===== config.mk =====
export PLATFORM = sky130hd
export DESIGN_NAME = seg_scan_mux
export DESIGN_NICKNAME = d
export VERILOG_FILES = /design/src/rtl/seg_scan_mux_pkg.sv /design/src/rtl/seg_scan_mux_hex7_decode.sv /design/src/rtl/seg_scan_mux.sv
export SDC_FILE = /design/constraint.sdc
export NUM_CORES = 1
export LEC_CHECK = 0
export BUFFER_PORTS_ARGS = -buffer_cell sky130_fd_sc_hd__clkbuf_2
export CAP_MARGIN = 20
export CORE_MARGIN = 2
export CORE_UTILIZATION = 58
export DETAILED_ROUTE_END_ITERATION = 16
export PLACE_DENSITY = 0.79
export SYNTH_ARGS = -nofsm -noshare
export SYNTH_HDL_FRONTEND = slang
export SYNTH_SLANG_ARGS = --single-unit

===== constraint.sdc =====
create_clock -name clk -period 5.8 [get_ports clk]
set_input_delay 0 -clock clk [delete_from_list [all_inputs] [get_ports clk]]
set_output_delay 0 -clock clk [all_outputs]
set_load 0.005 [all_outputs]

===== src/rtl/seg_scan_mux_pkg.sv =====
// Shared definitions for the seven-segment scan driver: hex segment codes
// (segments a..g on bits 0..6, active-high) and the per-slot phase enum.
package seg_scan_mux_pkg;

  localparam logic [6:0] SEG_0 = 7'h3F;
  localparam logic [6:0] SEG_1 = 7'h06;
  localparam logic [6:0] SEG_2 = 7'h5B;
  localparam logic [6:0] SEG_3 = 7'h4F;
  localparam logic [6:0] SEG_4 = 7'h66;
  localparam logic [6:0] SEG_5 = 7'h6D;
  localparam logic [6:0] SEG_6 = 7'h7D;
  localparam logic [6:0] SEG_7 = 7'h07;
  localparam logic [6:0] SEG_8 = 7'h7F;
  localparam logic [6:0] SEG_9 = 7'h6F;
  localparam logic [6:0] SEG_A = 7'h77;
  localparam logic [6:0] SEG_B = 7'h7C;
  localparam logic [6:0] SEG_C = 7'h39;
  localparam logic [6:0] SEG_D = 7'h5E;
  localparam logic [6:0] SEG_E = 7'h79;
  localparam logic [6:0] SEG_F = 7'h71;

  typedef enum logic {
    ST_BLANK = 1'b0,
    ST_DRIVE = 1'b1
  } scan_state_e;

endpackage


===== src/rtl/seg_scan_mux_hex7_decode.sv =====
// Combinational hex nibble to seven-segment pattern lookup (active-high).
module hex7_decode
  import seg_scan_mux_pkg::*;
(
  input  logic [3:0] nibble,
  output logic [6:0] seg
);

  always_comb begin
    seg = SEG_0;
    case (nibble)
      4'h0: seg = SEG_0;
      4'h1: seg = SEG_1;
      4'h2: seg = SEG_2;
      4'h3: seg = SEG_3;
      4'h4: seg = SEG_4;
      4'h5: seg = SEG_5;
      4'h6: seg = SEG_6;
      4'h7: seg = SEG_7;
      4'h8: seg = SEG_8;
      4'h9: seg = SEG_9;
      4'hA: seg = SEG_A;
      4'hB: seg = SEG_B;
      4'hC: seg = SEG_C;
      4'hD: seg = SEG_D;
      4'hE: seg = SEG_E;
      4'hF: seg = SEG_F;
      default: seg = SEG_0;
    endcase
  end

endmodule


===== src/rtl/seg_scan_mux.sv =====
// Multi-digit seven-segment scan driver: double-buffered digit capture, slot
// timing with blanking dead time, leading-zero suppression and registered outputs.
module seg_scan_mux
  import seg_scan_mux_pkg::*;
#(
  parameter int NUM_DIGITS    = 4,
  parameter int SCAN_DIV      = 10000,
  parameter int BLANK_CYCLES  = 16,
  parameter int BLANK_LEADING = 1
) (
  input  logic                    clk,
  input  logic                    rst,
  input  logic                    load,
  input  logic [4*NUM_DIGITS-1:0] digits_in,
  input  logic [NUM_DIGITS-1:0]   dp_in,
  output logic [6:0]              seg_out,
  output logic                    dp_out,
  output logic [NUM_DIGITS-1:0]   dig_sel,
  output logic                    frame_start
);

  localparam int CNT_W = $clog2(SCAN_DIV);
  localparam int IDX_W = $clog2(NUM_DIGITS);
  localparam logic [CNT_W-1:0] CNT_MAX   = CNT_W'(SCAN_DIV - 1);
  localparam logic [IDX_W-1:0] IDX_MAX   = IDX_W'(NUM_DIGITS - 1);
  localparam logic [CNT_W-1:0] BLANK_END = CNT_W'(BLANK_CYCLES);

  logic                    started_q, started_d;
  logic [CNT_W-1:0]        cnt_q, cnt_d;
  logic [IDX_W-1:0]        idx_q, idx_d;
  logic                    frame_d;
  scan_state_e             state_q, state_d;

  logic [4*NUM_DIGITS-1:0] active_q, active_d;
  logic [NUM_DIGITS-1:0]   active_dp_q, active_dp_d;
  logic [4*NUM_DIGITS-1:0] pend_q, pend_d;
  logic [NUM_DIGITS-1:0]   pend_dp_q, pend_dp_d;
  logic                    pend_valid_q, pend_valid_d;

  logic [NUM_DIGITS-1:0]   lead_zero;
  logic [3:0]              cur_nib;
  logic                    cur_dp;
  logic                    cur_lz;
  logic [6:0]              dec_seg;

  logic [6:0]              seg_q, seg_d;
  logic                    dp_q, dp_d;
  logic [NUM_DIGITS-1:0]   sel_q, sel_d;
  logic                    fs_q;

  // All *_d values describe the cycle being entered at the next edge, so the
  // registered outputs line up with the slot position without extra latency.
  always_comb begin
    started_d = 1'b1;
    cnt_d     = cnt_q;
    idx_d     = idx_q;
    if (started_q) begin
      if (cnt_q == CNT_MAX) begin
        cnt_d = '0;
        idx_d = (idx_q == IDX_MAX) ? '0 : idx_q + 1'b1;
      end else begin
        cnt_d = cnt_q + 1'b1;
      end
    end
    frame_d = (cnt_d == '0) && (idx_d == '0);
  end

  // Commit reads the old pending copy so a load on the commit cycle waits a frame.
  always_comb begin
    active_d     = active_q;
    active_dp_d  = active_dp_q;
    pend_d       = pend_q;
    pend_dp_d    = pend_dp_q;
    pend_valid_d = pend_valid_q;
    if (frame_d && pend_valid_q) begin
      active_d     = pend_q;
      active_dp_d  = pend_dp_q;
      pend_valid_d = 1'b0;
    end
    if (load) begin
      pend_d       = digits_in;
      pend_dp_d    = dp_in;
      pend_valid_d = 1'b1;
    end
  end

  always_comb begin : lz_scan
    logic seen_nz;
    lead_zero = '0;
    seen_nz   = 1'b0;
    for (int i = NUM_DIGITS - 1; i >= 1; i--) begin
      seen_nz      = seen_nz | (active_d[4*i +: 4] != 4'h0);
      lead_zero[i] = ~seen_nz;
    end
  end

  always_comb begin
    cur_nib = '0;
    cur_dp  = 1'b0;
    cur_lz  = 1'b0;
    for (int i = 0; i < NUM_DIGITS; i++) begin
      if (IDX_W'(i) == idx_d) begin
        cur_nib = active_d[4*i +: 4];
        cur_dp  = active_dp_d[i];
        cur_lz  = lead_zero[i];
      end
    end
  end

  hex7_decode u_decode (
    .nibble (cur_nib),
    .seg    (dec_seg)
  );

  always_ff @(posedge clk) begin
    if (rst) begin
      state_q <= ST_BLANK;
    end else begin
      state_q <= state_d;
    end
  end

  always_comb begin
    state_d = state_q;
    sel_d   = '0;
    seg_d   = '0;
    dp_d    = 1'b0;
    case (state_q)
      ST_BLANK: if (cnt_d >= BLANK_END) state_d = ST_DRIVE;
      ST_DRIVE: if (cnt_d == '0 && BLANK_CYCLES != 0) state_d = ST_BLANK;
      default:  state_d = ST_BLANK;
    endcase
    if (state_d == ST_DRIVE) begin
      sel_d = NUM_DIGITS'(1) << idx_d;
      seg_d = (BLANK_LEADING != 0 && cur_lz) ? 7'h00 : dec_seg;
      dp_d  = cur_dp;
    end
  end

  always_ff @(posedge clk) begin
    if (rst) begin
      started_q    <= 1'b0;
      cnt_q        <= '0;
      idx_q        <= '0;
      active_q     <= '0;
      active_dp_q  <= '0;
      pend_q       <= '0;
      pend_dp_q    <= '0;
      pend_valid_q <= 1'b0;
      seg_q        <= '0;
      dp_q         <= 1'b0;
      sel_q        <= '0;
      fs_q         <= 1'b0;
    end else begin
      started_q    <= started_d;
      cnt_q        <= cnt_d;
      idx_q        <= idx_d;
      active_q     <= active_d;
      active_dp_q  <= active_dp_d;
      pend_q       <= pend_d;
      pend_dp_q    <= pend_dp_d;
      pend_valid_q <= pend_valid_d;
      seg_q        <= seg_d;
      dp_q         <= dp_d;
      sel_q        <= sel_d;
      fs_q         <= frame_d;
    end
  end

  assign seg_out     = seg_q;
  assign dp_out      = dp_q;
  assign dig_sel     = sel_q;
  assign frame_start = fs_q;

endmodule


==> summary.md <==
| Metric | Value |
|---|---|
| Max FO, Critical Path | `28` |
| Top cells by count, synth | `dfxtp_1 (72), nor2_1 (69), mux2i_1 (46)` |
| Syn Nets | `401` |
| Area contributors post-synth | `dfxtp_1 (42%), mux2i_1 (13%), nor2_1 (7.6%), ha_1 (3.3%), nand2_1 (2.5%)` |
| Row count | `27` |
| CTS tree | `done` |
| GRT Overall Usage | `0.242` |
| Number of I/O port buffers | `35` |
| DRT Pass-1 Iters | `4` |
| Post-synth EDFFs | `0` |
| Post-route DRC | `0` |
| RSZ-0062 raised after global routing | `false` |
| Post-synth ARST share | `0` |
| Max Slew Vio Count | `0` |
| Leak | `1.63 nW` |
| Die area | `0.00652 mm²` |
| Number of global-route vias before repair | `2609` |
| Fmax | `214 MHz` |
| Worst skew pair latency | `350 ps` |
| Crit start category | `flip-flop` |
| Post-DP HPWL | `4770 µm` |
| Post-route ant nets | `0` |
| Num ports | `36` |
| Core box area | `0.00561 mm²` |
| Placed Instances | `458` |
| CTS sink count | `72` |
| Worst setup margin | `1130 ps` |
| Inserted Clock Buffers | `9` |
| GR Overflow Total | `0` |
| Final setup violation count | `0` |
| Register area share after synthesis | `0.422` |
| Flops & latches, synth | `72` |
| Die width | `80.8 µm` |
| WP data required | `6050 ps` |
| Post-route insts no fill | `494` |
| DP Worst Slack | `1180 ps` |
| Most common cell in the netlist | `dfxtp_1` |
| Initial antenna violation count | `0` |
| First-pass GRT wire length | `12100 µm` |
| ANT cells | `0` |
| Final worst-path cycle share | `0.806` |
| Nets | `450` |
| Routed WL | `7200 µm` |
| Layout cells sized above 1 | `0.161` |
| Type of element capturing the critical path | `flip-flop` |
| Worst slew margin | `0.356` |
| Final core utilization | `0.713` |
| Routability Congestion | `0.885` |
| Mapped Cells | `369` |
| Setup TNS | `0 ps` |
| # Post-CTS Setup Buffers | `0` |
| Mean post-synth cell area | `9.26 µm²` |
| DR vias | `2806` |
| Worst Tran Pin Value | `966 ps` |
| Iter 0 DRT Violations | `140` |
| Synth Cell Area | `0.00342 mm²` |
| Peak supply drop | `0.238 mV` |
| Number of max-cap violations | `0` |
| Detail-routed net length per standard cell | `14.6 µm` |
| Chip height | `80.8 µm` |
| Dominant synthesized flop cell | `dfxtp_1` |
| WP data arrival | `4930 ps` |
| Outcome | `finished, final reports clean` |
| Layout Skew | `7.94 ps` |
| Yosys cell types | `51` |
| P per Cell Area | `252 mW/mm²` |
| Root buf cell | `clkbuf_8` |
| Number of vias per cell | `5.68` |
| WHS | `369 ps` |
| Path category of the worst min-delay check | `in -> reg` |
| Clock Tree Buf Depth | `2` |
| Worst-path clk slew | `70 ps` |
| CP Class | `reg -> reg` |
| Post-layout minimum cycle time | `4670 ps` |
| Synth top area share | `0.422` |
| Final hold violation count | `0` |
| Starting density of the core | `0.610` |
| Layout area overhead | `17.0%` |
| CTS resizes | `0` |
| Pin count of the biggest net entering global routing | `51` |
| H-Tree Depth | `3` |
| Leading area contributor after synthesis | `dfxtp_1` |
| YS warnings | `0` |
[per-layer routing]
layer	part of all wire	track usage	wire length, µm
met2	0.48	0.407	3480
met5	0	0	0
met4	0.018	0.102	130
met3	0.047	0.0522	341
met1	0.45	0.303	3250
[state kept, by name, indices dropped and copies added, names as in the netlist]
name and cells:
pend_dp_q 4, active_dp_q 4, cnt_q 14, started_q 1, dp_out 1, active_q 16, pend_q 16, dig_sel 4
pend_valid_q 1, frame_start 1, seg_out 7, idx_q 2, state_q 1
[kinds of logic (layout without fill, tap and decap cells)]
| family | after synthesis | count (layout) | synth area share |
|---|---|---|---|
| simple gates | 149 | 149 | 0.210 |
| flops | 72 | 72 | 0.422 |
| mux | 55 | 55 | 0.167 |
| compound gates | 42 | 42 | 0.0981 |
| buf+inv | 30 | 83 | 0.0403 |
| xor+xnor | 12 | 12 | 0.0307 |
| fa+ha+maj | 9 | 9 | 0.0329 |
[placed cells by master (no fill, tap or decap), types with 2 or more instances in the layout]
| cell | count |
|---|---|
| a211oi_1 | 2 |
| a21oi_1 | 10 |
| a221oi_1 | 2 |
| and2_1 | 2 |
| and3_1 | 5 |
| and4_1 | 2 |
| buf_4 | 2 |
| clkbuf_1 | 2 |
| clkbuf_2 | 35 |
| clkbuf_8 | 11 |
| dfxtp_1 | 72 |
| dlygate4sd3_1 | 20 |
| ha_1 | 9 |
| inv_1 | 11 |
| mux2_2 | 7 |
| mux2_4 | 2 |
| mux2i_1 | 46 |
| nand2_1 | 23 |
| nand3_1 | 11 |
| nand4_1 | 6 |
| nor2_1 | 69 |
| nor3_1 | 12 |
| nor4_1 | 6 |
| o211ai_1 | 3 |
| o21ai_0 | 9 |
| o22ai_1 | 4 |
| or3_1 | 2 |
| or4_1 | 2 |
| xnor2_1 | 9 |
| xor2_1 | 3 |
[where the power goes]
| part | internal [mW] | total [mW] | switching (mW) |
|---|---|---|---|
| clock network | 0.221 | 0.400 | 0.179 |
| logic | 0.0436 | 0.0879 | 0.0442 |
| registers | 0.508 | 0.519 | 0.0110 |
| total | 0.773 | 1.01 | 0.234 |
[critical path: stages, from the launching register on]
cell and delay (ps):
dfxtp_1 420, ha_1 270, nand4_1 350, nor4_4 670, mux2_4 280, o211ai_1 130
a2111oi_4 340, buf_4 450, mux2i_1 290, o21ai_0 100, a2bb2oi_1 380, inv_1 160
ha_1 230, and3_4 160, a2111oi_2 310
[worst paths after layout]
kind,depth (start not counted),from,slack (ps),endpoint
worst min-delay path,3,load,370,pend_dp_q[2]
worst max register to register,14,cnt_q[0],1130,seg_out[0]
worst max-delay path,14,cnt_q[0],1130,seg_out[0]
worst min register to register,2,active_dp_q[2],490,active_dp_q[2]
[through the flow]
stage / power [mW] / cell area (µm²)
finish: 1.01 / 4000
global route: 1.04 / 4000
CTS: 1.01 / 3990
detailed placement: 0.606 / 3590
global placement: 0.603 / 3590
floorplan: 0.586 / 3420
[what timing repair did]
action,4_1_cts,5_1_grt
setup endpoints to repair,0,0
endpoints found under the hold margin,20,0
hold buffers,20,0
[cell type report]
type                            count  area [µm²]
Clock buffer                       13         159
Clock inverter                      2        38.8
Fill cell                         443        1610
Inverter                           11        41.3
Multi-Input combinational cell    267        1840
Sequential cell                    72        1440
Tap cell                           72        90.1
Timing Repair Buffer               57         390
No activity file was read; power rests on OpenSTA's default activity.
